[src/rtl/store_monitor_pkg.sv]
// rtl/store_monitor_pkg.sv - shared types and default constants for the store trace monitor
package store_monitor_pkg;

    localparam int unsigned TRACE_ADDR_W     = 32;
    localparam int unsigned TRACE_DATA_W     = 32;
    localparam int unsigned DEF_PASS_ADDR    = 100;
    localparam int unsigned DEF_PASS_DATA    = 25;
    localparam int unsigned DEF_SCRATCH_ADDR = 96;

    typedef struct packed {
        logic [TRACE_ADDR_W-1:0] addr;
        logic [TRACE_DATA_W-1:0] data;
    } trace_entry_t;

    typedef enum logic [1:0] {
        RUN  = 2'd0,
        PASS = 2'd1,
        FAIL = 2'd2
    } monitor_state_t;

endpackage

[src/rtl/sync_fifo.sv]
// rtl/sync_fifo.sv - show-ahead synchronous FIFO with exact occupancy count
module sync_fifo
    import store_monitor_pkg::*;
#(
    parameter int unsigned DEPTH = 8,
    parameter type         T     = trace_entry_t
) (
    input  logic                       i_clk,
    input  logic                       i_arst_n,
    input  logic                       i_push,
    input  logic                       i_pop,
    input  T                           i_data,
    output T                           o_data,
    output logic                       o_full,
    output logic                       o_empty,
    output logic [$clog2(DEPTH+1)-1:0] o_count
);

    localparam int unsigned AW = $clog2(DEPTH);
    localparam int unsigned CW = $clog2(DEPTH+1);

    T                r_mem [DEPTH];
    logic [AW-1:0]   r_wr_ptr;
    logic [AW-1:0]   r_rd_ptr;
    logic [CW-1:0]   r_count;
    logic            w_do_push;
    logic            w_do_pop;

    assign o_full    = (r_count == CW'(DEPTH));
    assign o_empty   = (r_count == '0);
    assign o_count   = r_count;
    // A push into a full FIFO only lands when a pop frees the head slot in the same cycle.
    assign w_do_pop  = i_pop && !o_empty;
    assign w_do_push = i_push && (!o_full || w_do_pop);

    always_ff @(posedge i_clk) begin
        if (w_do_push) begin
            r_mem[r_wr_ptr] <= i_data;
        end
    end

    always_ff @(posedge i_clk or negedge i_arst_n) begin
        if (!i_arst_n) begin
            r_wr_ptr <= '0;
            r_rd_ptr <= '0;
            r_count  <= '0;
        end else begin
            if (w_do_push) begin
                r_wr_ptr <= r_wr_ptr + AW'(1);
            end
            if (w_do_pop) begin
                r_rd_ptr <= r_rd_ptr + AW'(1);
            end
            if (w_do_push && !w_do_pop) begin
                r_count <= r_count + CW'(1);
            end else if (w_do_pop && !w_do_push) begin
                r_count <= r_count - CW'(1);
            end
        end
    end

    // Head reads as zero when empty so the uninitialised storage never leaks out after reset.
    always_comb begin
        o_data = '0;
        if (!o_empty) begin
            o_data = r_mem[r_rd_ptr];
        end
    end

endmodule

[src/rtl/store_trace_monitor.sv]
// rtl/store_trace_monitor.sv - captures core stores into a trace FIFO and derives a sticky pass/fail verdict
module store_trace_monitor
    import store_monitor_pkg::*;
#(
    parameter int unsigned          DEPTH        = 8,
    parameter int unsigned          ADDR_W       = 32,
    parameter int unsigned          DATA_W       = 32,
    parameter logic [ADDR_W-1:0]    PASS_ADDR    = ADDR_W'(DEF_PASS_ADDR),
    parameter logic [DATA_W-1:0]    PASS_DATA    = DATA_W'(DEF_PASS_DATA),
    parameter logic [ADDR_W-1:0]    SCRATCH_ADDR = ADDR_W'(DEF_SCRATCH_ADDR)
) (
    input  logic                       i_clk,
    input  logic                       i_arst_n,
    input  logic                       i_writeEnable,
    input  logic [ADDR_W-1:0]          i_rwAddress,
    input  logic [DATA_W-1:0]          i_writeData,
    output logic                       o_traceValid,
    input  logic                       i_traceReady,
    output logic [ADDR_W-1:0]          o_traceAddr,
    output logic [DATA_W-1:0]          o_traceData,
    output logic [$clog2(DEPTH+1)-1:0] o_count,
    output logic                       o_overflow,
    output logic                       o_pass,
    output logic                       o_fail
);

    typedef struct packed {
        logic [ADDR_W-1:0] addr;
        logic [DATA_W-1:0] data;
    } entry_t;

    monitor_state_t r_state;
    monitor_state_t w_state_next;
    logic           r_overflow;
    logic           w_push;
    logic           w_pop;
    logic           w_full;
    logic           w_empty;
    entry_t         w_entry_in;
    entry_t         w_head;

    // Once a verdict is reached the trace is frozen; only draining continues.
    assign w_push          = i_writeEnable && (r_state == RUN);
    assign w_pop           = i_traceReady;
    assign w_entry_in.addr = i_rwAddress;
    assign w_entry_in.data = i_writeData;

    sync_fifo #(
        .DEPTH (DEPTH),
        .T     (entry_t)
    ) u_fifo (
        .i_clk    (i_clk),
        .i_arst_n (i_arst_n),
        .i_push   (w_push),
        .i_pop    (w_pop),
        .i_data   (w_entry_in),
        .o_data   (w_head),
        .o_full   (w_full),
        .o_empty  (w_empty),
        .o_count  (o_count)
    );

    always_ff @(posedge i_clk or negedge i_arst_n) begin
        if (!i_arst_n) begin
            r_state    <= RUN;
            r_overflow <= 1'b0;
        end else begin
            r_state <= w_state_next;
            if (w_push && w_full && !w_pop) begin
                r_overflow <= 1'b1;
            end
        end
    end

    always_comb begin
        w_state_next = r_state;
        if (r_state == RUN && i_writeEnable) begin
            if (i_rwAddress == PASS_ADDR) begin
                w_state_next = (i_writeData == PASS_DATA) ? PASS : FAIL;
            end else if (i_rwAddress != SCRATCH_ADDR) begin
                w_state_next = FAIL;
            end
        end
    end

    assign o_traceValid = !w_empty;
    assign o_traceAddr  = w_head.addr;
    assign o_traceData  = w_head.data;
    assign o_overflow   = r_overflow;
    assign o_pass       = (r_state == PASS);
    assign o_fail       = (r_state == FAIL);

endmodule

[config.mk]
export PLATFORM = sky130hd
export DESIGN_NAME = store_trace_monitor
export DESIGN_NICKNAME = d
export VERILOG_FILES = /design/src/rtl/store_monitor_pkg.sv /design/src/rtl/sync_fifo.sv /design/src/rtl/store_trace_monitor.sv
export SDC_FILE = /design/constraint.sdc
export NUM_CORES = 1
export LEC_CHECK = 0
export ABC_AREA = 1
export BUFFER_PORTS_ARGS = -buffer_cell sky130_fd_sc_hd__buf_2
export CAP_MARGIN = 10
export CORE_ASPECT_RATIO = 0.75
export CORE_MARGIN = 2
export CORE_UTILIZATION = 25
export DETAILED_ROUTE_END_ITERATION = 8
export HOLD_SLACK_MARGIN = 0.12
export PLACE_DENSITY = 0.44
export SYNTH_ARGS = -nofsm -noshare
export SYNTH_HDL_FRONTEND = slang
export SYNTH_HIERARCHICAL = 1
export SYNTH_SLANG_ARGS = --single-unit
[constraint.sdc]
create_clock -name i_clk -period 6.7 [get_ports i_clk]
set_input_delay 0.67 -clock i_clk [delete_from_list [all_inputs] [get_ports i_clk]]
set_output_delay 0.67 -clock i_clk [all_outputs]
set_load 0.02 [all_outputs]
* Word level (Yosys, flattened, before mapping) *
Memory sizes are Yosys's and may differ from the RTL's.
Index checks and enable logic that the tools add are counted.

word-level totals
  input port bits = 68
  ROM bits = 0
  memory bits (writable) = 512
  output and inout bits = 72
  bits in latches = 0
  logic and storage cells = 42
  memories kept = 1
  bits in registers = 13

memories
  name          depth  width  read ports  clocked after memory_dff  wr ports  RTL line         RTL
  u_fifo.r_mem  8      64     1           0                         1         sync_fifo.sv:22  T r_mem [DEPTH];

operators by class
  divide/modulo/power cells = 0
  equality and inequality tests = 6
  $mul = 0
  shift-type cells = 0
  reductions and logical operators = 18
  add/sub/neg operators = 4
  bitwise operators = 0
  order comparisons = 0
  muxes and demuxes = 8

operators by type and width
  cell                                                    number
  2-to-1 mux 64 bit                                       1
  equality test 32 x 5 -> 1 bit, second input constant    1
  equality test 32 x 7 -> 1 bit, second input constant    1
  inequality test 32 x 7 -> 1 bit, second input constant  1
  2-to-1 mux 4 bit                                        2
  logical AND 1 bit                                       7
  adder 3 x 1 -> 3 bit, second input constant             2
  2-to-1 mux 2 bit                                        3
  zero test 1 bit                                         5
  adder 4 x 1 -> 4 bit, second input constant             1
  equality test 4 bit, second input constant              1
  zero test 4 bit                                         1
  nonzero test 2 bit                                      2
  subtractor 4 x 1 -> 4 bit, second input constant        1
  equality test 2 x 1 -> 1 bit, second input constant     1
  equality test 2 bit, second input constant              1
  zero test 2 bit                                         1
  2-to-1 mux 1 bit                                        2
  AND reduction 2 bit                                     1
  logical OR 1 bit                                        1

* Logic depth before layout (Yosys ltp) *
  depth in word-level cells = 9
  mapped depth = 14
  mapped depth without buffers = 14

* Modules after synthesis *
The synthesis kept the hierarchy.

modules (own cells, without submodules)
  module               area an instance (um2)  cells an instance  seq. area each (um2)  times used
  sync_fifo            23137.2                 2301               15625.0               1
  store_trace_monitor  585.6                   133                75.1                  1

* Least setup slack after synthesis *
No wires, ideal clock.

  path type = input-to-reg
  start point = input i_writeEnable
  end point = memory u_fifo/r_mem[4][0] (netlist bit) (enable)
  data arrival time = 5420 ps
  path buffers = 1
  data required time = 6135 ps
  setup time = 565 ps
  stages on the path = 5
  slack = 714 ps
  path through = nand3_1 inv_1 nand2_1 buf_2 nor3_1

on the way
  word-level cells in the longest chain between the ends = 4

ends and longest elaborated chain
  item                                    RTL line                   RTL
  start: declaration                      store_trace_monitor.sv:14  input logic i_writeEnable,
  logical AND 1 bit                       store_trace_monitor.sv:43  assign w_push = i_writeEnable && (r_state == RUN);
  net w_push                              store_trace_monitor.sv:35  logic w_push;
  logical AND 1 bit                       sync_fifo.sv:34            assign w_do_push = i_push && (!o_full || w_do_pop);
  2-to-1 mux 1 bit                        sync_fifo.sv:37            if (w_do_push) begin
  2-to-1 mux 1 bit (not written as such)  sync_fifo.sv:38            r_mem[r_wr_ptr] <= i_data;
  end: declaration                        sync_fifo.sv:22

The timed path passes the listed nets, and every way through them passes these cells.

* Worst setup path in the final report *
  start point = register u_fifo.r_rd_ptr[0]
  end point = output o_traceAddr[2]

on the way
  word-level cells in the longest chain between the ends = 2

ends and longest elaborated chain
  item                      RTL line                   RTL
  start: declaration        sync_fifo.sv:24            logic [AW-1:0] r_rd_ptr;
  start signal: assignment  sync_fifo.sv:52            r_rd_ptr <= r_rd_ptr + AW'(1);
  memory (8 x 64 bit)       --
  2-to-1 mux 64 bit         sync_fifo.sv:65            if (!o_empty) begin
  end: declaration          store_trace_monitor.sv:19  output logic [ADDR_W-1:0] o_traceAddr,

Every way passes these cells.

==> out/results.ini <==
[run_status]
outcome = finished clean

[flow_run]
drv_cap = 0

[sta]
tns_ns = 0
slew_at_the_pin_with_the_worst_max_slew_slack_ns = 1.16
maxSlewHeadroom = 0.228
post-route-period-util = 0.639
finalHoldViolCount = 0
fin_skew_ns = 0.0349
grt_setup_unrepaired = false
setup_viol_count_final = 0
timing.final.max_slew_violations = 0
top_achievable_clock_speed_mhz = 233
final.hold.worst_slack_ns = 0.286
final_period_minus_worst_setup_slack_ns = 4.28

[setup_path]
crit_path_largest_cell_delay_ns = 1.02
timing.setup.critical_path_class = reg2out
arrival_ns = 3.61
crit_path_end = o_traceAddr[2]
cp_slowest_cell = sky130_fd_sc_hd__dfrtp_4
critical-path-top-delay-family = buffers and inverters
r2r-end = u_fifo/o_count[3]$_DFFE_PN0P_
cp.buffers_inverters = 3
worst-r2r-cell-count = 12
regToRegSetupSlack_ns = 3.73
path_depth = 8
worstPathCellList = inv_8 -> buf_12 -> nand2_1 -> nand3_1 -> nand2_1 -> nor2_1 -> nor2_1 -> buf_2
cp-startpoint = u_fifo/r_rd_ptr[0]$_DFFE_PN0P_
type_of_destination_of_the_critical_path = output pin
critical_path.reg2reg.startpoint = u_fifo/o_count[0]$_DFFE_PN0P_
crit_fanout = 133
timing.critical_path.from_type = flip-flop
critical_path_required_ns = 6.03

[route]
final_antenna_net_count = 0
count_of_unresolved_drc_violations_after_routing = 0
vias = 15400
drt_wl_total_mm = 64.9
post_drt_wl_per_cell_um = 16.9
drt_pass_1_iters = 5
drt_iter0_drc = 917
route.detailed.vias_per_inst = 4.01

[clock_network]
cts_buffers = 58
cts_root_buf = sky130_fd_sc_hd__clkbuf_16
tritoncts_clock_tree = yes
cts_num_sinks = 525
clkSlewWorstSetupHoldPaths_ns = 0.06
cts_max_level = 2
insertion_delay_ns = 0.63
ctsLongestPathBuffers = 3

[placement]
gpl.final_weighted_congestion = 0.692
place_area_um2 = 25500
port_buffers = 139
dp_hpwl_mm = 34.5
place_inst = 3729

[final_layout]
layout-drive-gt1-share = 0.102
final_area_um2 = 27400
synthesis_to_finish_area_growth_pct = 15.7
finalNetCount = 2627
layoutNonFillerInstCount = 3842

[yosys]
mappedNetlistArea_um2 = 23700
postSynthRegisterBits = 525
synth.distinct_cells = 24
syn_nets = 2508
syn_area_per_cell_um2 = 9.75
post_synth_inst_count = 2434
synth_sequential_area_ratio = 0.662
synth_warnings = 6

[global_routing]
grt_first_pass_wirelength_mm = 97.4
grt_use_total = 0.132
vias_in_the_first_global_route = 14600
remaining_overflow_grt = 0
antenna_violations_before_repair = 13
grt_start_max_net_pins = 134

[floorplan]
fp.dieW_um = 360
fp.dieH_um = 271
initial_standard_cell_utilization_of_the_core = 0.253
fp.coreArea_um2 = 93700
full_die_area_um2 = 97400
floorplan.rows = 97
top_level_ports = 140

[pwr]
ir_drop_mv = 0.182
design_power_total_mw = 6.92
power-per-cell-area_nw_per_um2 = 252
leakagePower_nw = 11.9

[min_path]
hold_path.class = in2reg

==> sequential cells by signal (all words and copies together), names as in the netlist <==
name,count
o_overflow,1
r_state,2
u_fifo/o_count,4
u_fifo/r_mem,512
u_fifo/r_rd_ptr,3
u_fifo/r_wr_ptr,3
==> kinds of logic (layout without fill, tap and decap cells) <==
kind of cell,count (synthesis),count (layout),share of synthesized area
flops,525,525,0.662
fa+ha+maj,6,6,0.00348
other cells,0,5,0
xor+xnor,6,6,0.00222
simple gates,1225,1225,0.212
compound gates,7,7,0.00158
buf+inv,665,831,0.119
==> how the worst min path moves through the flow <==
stage	start	endpoint	slack, ns	depth (start not counted)
after floorplan	i_arst_n	o_overflow$_DFFE_PN0P_	0.37	0
after global placement	o_overflow$_DFFE_PN0P_	o_overflow$_DFFE_PN0P_	0.46	1
after detailed placement	o_overflow$_DFFE_PN0P_	o_overflow$_DFFE_PN0P_	0.46	1
after CTS	i_traceReady	o_overflow$_DFFE_PN0P_	0.25	2
after global routing	i_traceReady	o_overflow$_DFFE_PN0P_	0.28	2
final	i_traceReady	o_overflow$_DFFE_PN0P_	0.29	2
==> cell usage in the layout, fill, tap and decap left out, drive strengths merged, types with 2 or more instances in the layout <==
master	Yosys	routed
diode	0	5
bufinv	0	8
clkinv	0	20
clkbuf	5	76
xnor2	5	5
nand2	707	707
inv	558	560
a21oi	2	2
dfrtp	13	13
nand3	328	328
nand4	2	2
edfxtp	512	512
nor2	179	179
o21ai	4	4
nor3	8	8
buf	102	165
ha	5	5
==> report_power, final <==
| group | internal (mW) | switching [mW] | total, mW | leakage, nW |
|---|---|---|---|---|
| clock network | 1.91 | 1.33 | 3.23 | 0.920 |
| registers | 3.60 | 0 | 3.60 | 4.76 |
| logic | 0.0191 | 0.0629 | 0.0820 | 6.25 |
==> layout make-up <==
cell class                      instances  area [um2]
Antenna cell                            5        12.5
Clock buffer                           76        1530
Clock inverter                         31         367
Fill cell                            9874       66200
Inverter                              558        2110
Multi-Input combinational cell       1244        5260
Sequential cell                       525       15700
Tap cell                             1237        1550
Timing Repair Buffer                  166         913
==> synthesized netlist by cell type, drive strengths merged <==
library cell    n  area share
nand3         328       0.069
nand2         707        0.11
dfrtp          13       0.014
nor4            1     0.00026
inv           558       0.088
edfxtp        512        0.65
o21bai          1     0.00032
clkbuf          5     0.00079
xnor2           5      0.0018
xor2            1     0.00037
ha              5      0.0026
a21oi           2     0.00042
buf           102       0.029
nor2          179       0.029
nor3            8      0.0017
o21ai           4     0.00084
nand4           2     0.00053
fa              1     0.00084
==> worst register-to-register path, stage by stage, from the launching register on <==
cell	delay, ns
sky130_fd_sc_hd__dfrtp_1	0.48
sky130_fd_sc_hd__nor2_1	0.25
sky130_fd_sc_hd__nand4_1	0.23
sky130_fd_sc_hd__nand2_1	0.50
sky130_fd_sc_hd__inv_1	0.29
sky130_fd_sc_hd__ha_1	0.31
sky130_fd_sc_hd__inv_1	0.12
sky130_fd_sc_hd__ha_1	0.29
sky130_fd_sc_hd__a21oi_1	0.18
sky130_fd_sc_hd__nand2_1	0.07
sky130_fd_sc_hd__nand2_1	0.06
sky130_fd_sc_hd__nand3_1	0.07
sky130_fd_sc_hd__nand2_1	0.06
==> what timing repair did <==
item	in CTS	in global routing
hold buffers	1	0
gates resized for setup	0	0
hold endpoints to repair	13	0
buffers inserted	0	0
==> per-stage QoR <==
step | utilization | setup WS, ns
final | 0.293 | 2.42
after global routing | 0.293 | 2.06
after detailed placement | 0.272 | 2.93
after global placement | 0.272 | 2.90
after floorplan | - | 0.714
after CTS | 0.293 | 2.25
==> per-layer routing <==
layer  vias to the layer above  wire length [um]  share of wire  global-route usage
met5                         -                81         0.0012                   0
met3                        74              3230          0.050              0.0287
met4                        12               908          0.014              0.0260
met2                       241             27700           0.43               0.198
met1                      7250             33000           0.51               0.195
li1                       7826                 -              -                   -
Note: power is estimated with default switching activity, not from simulation.
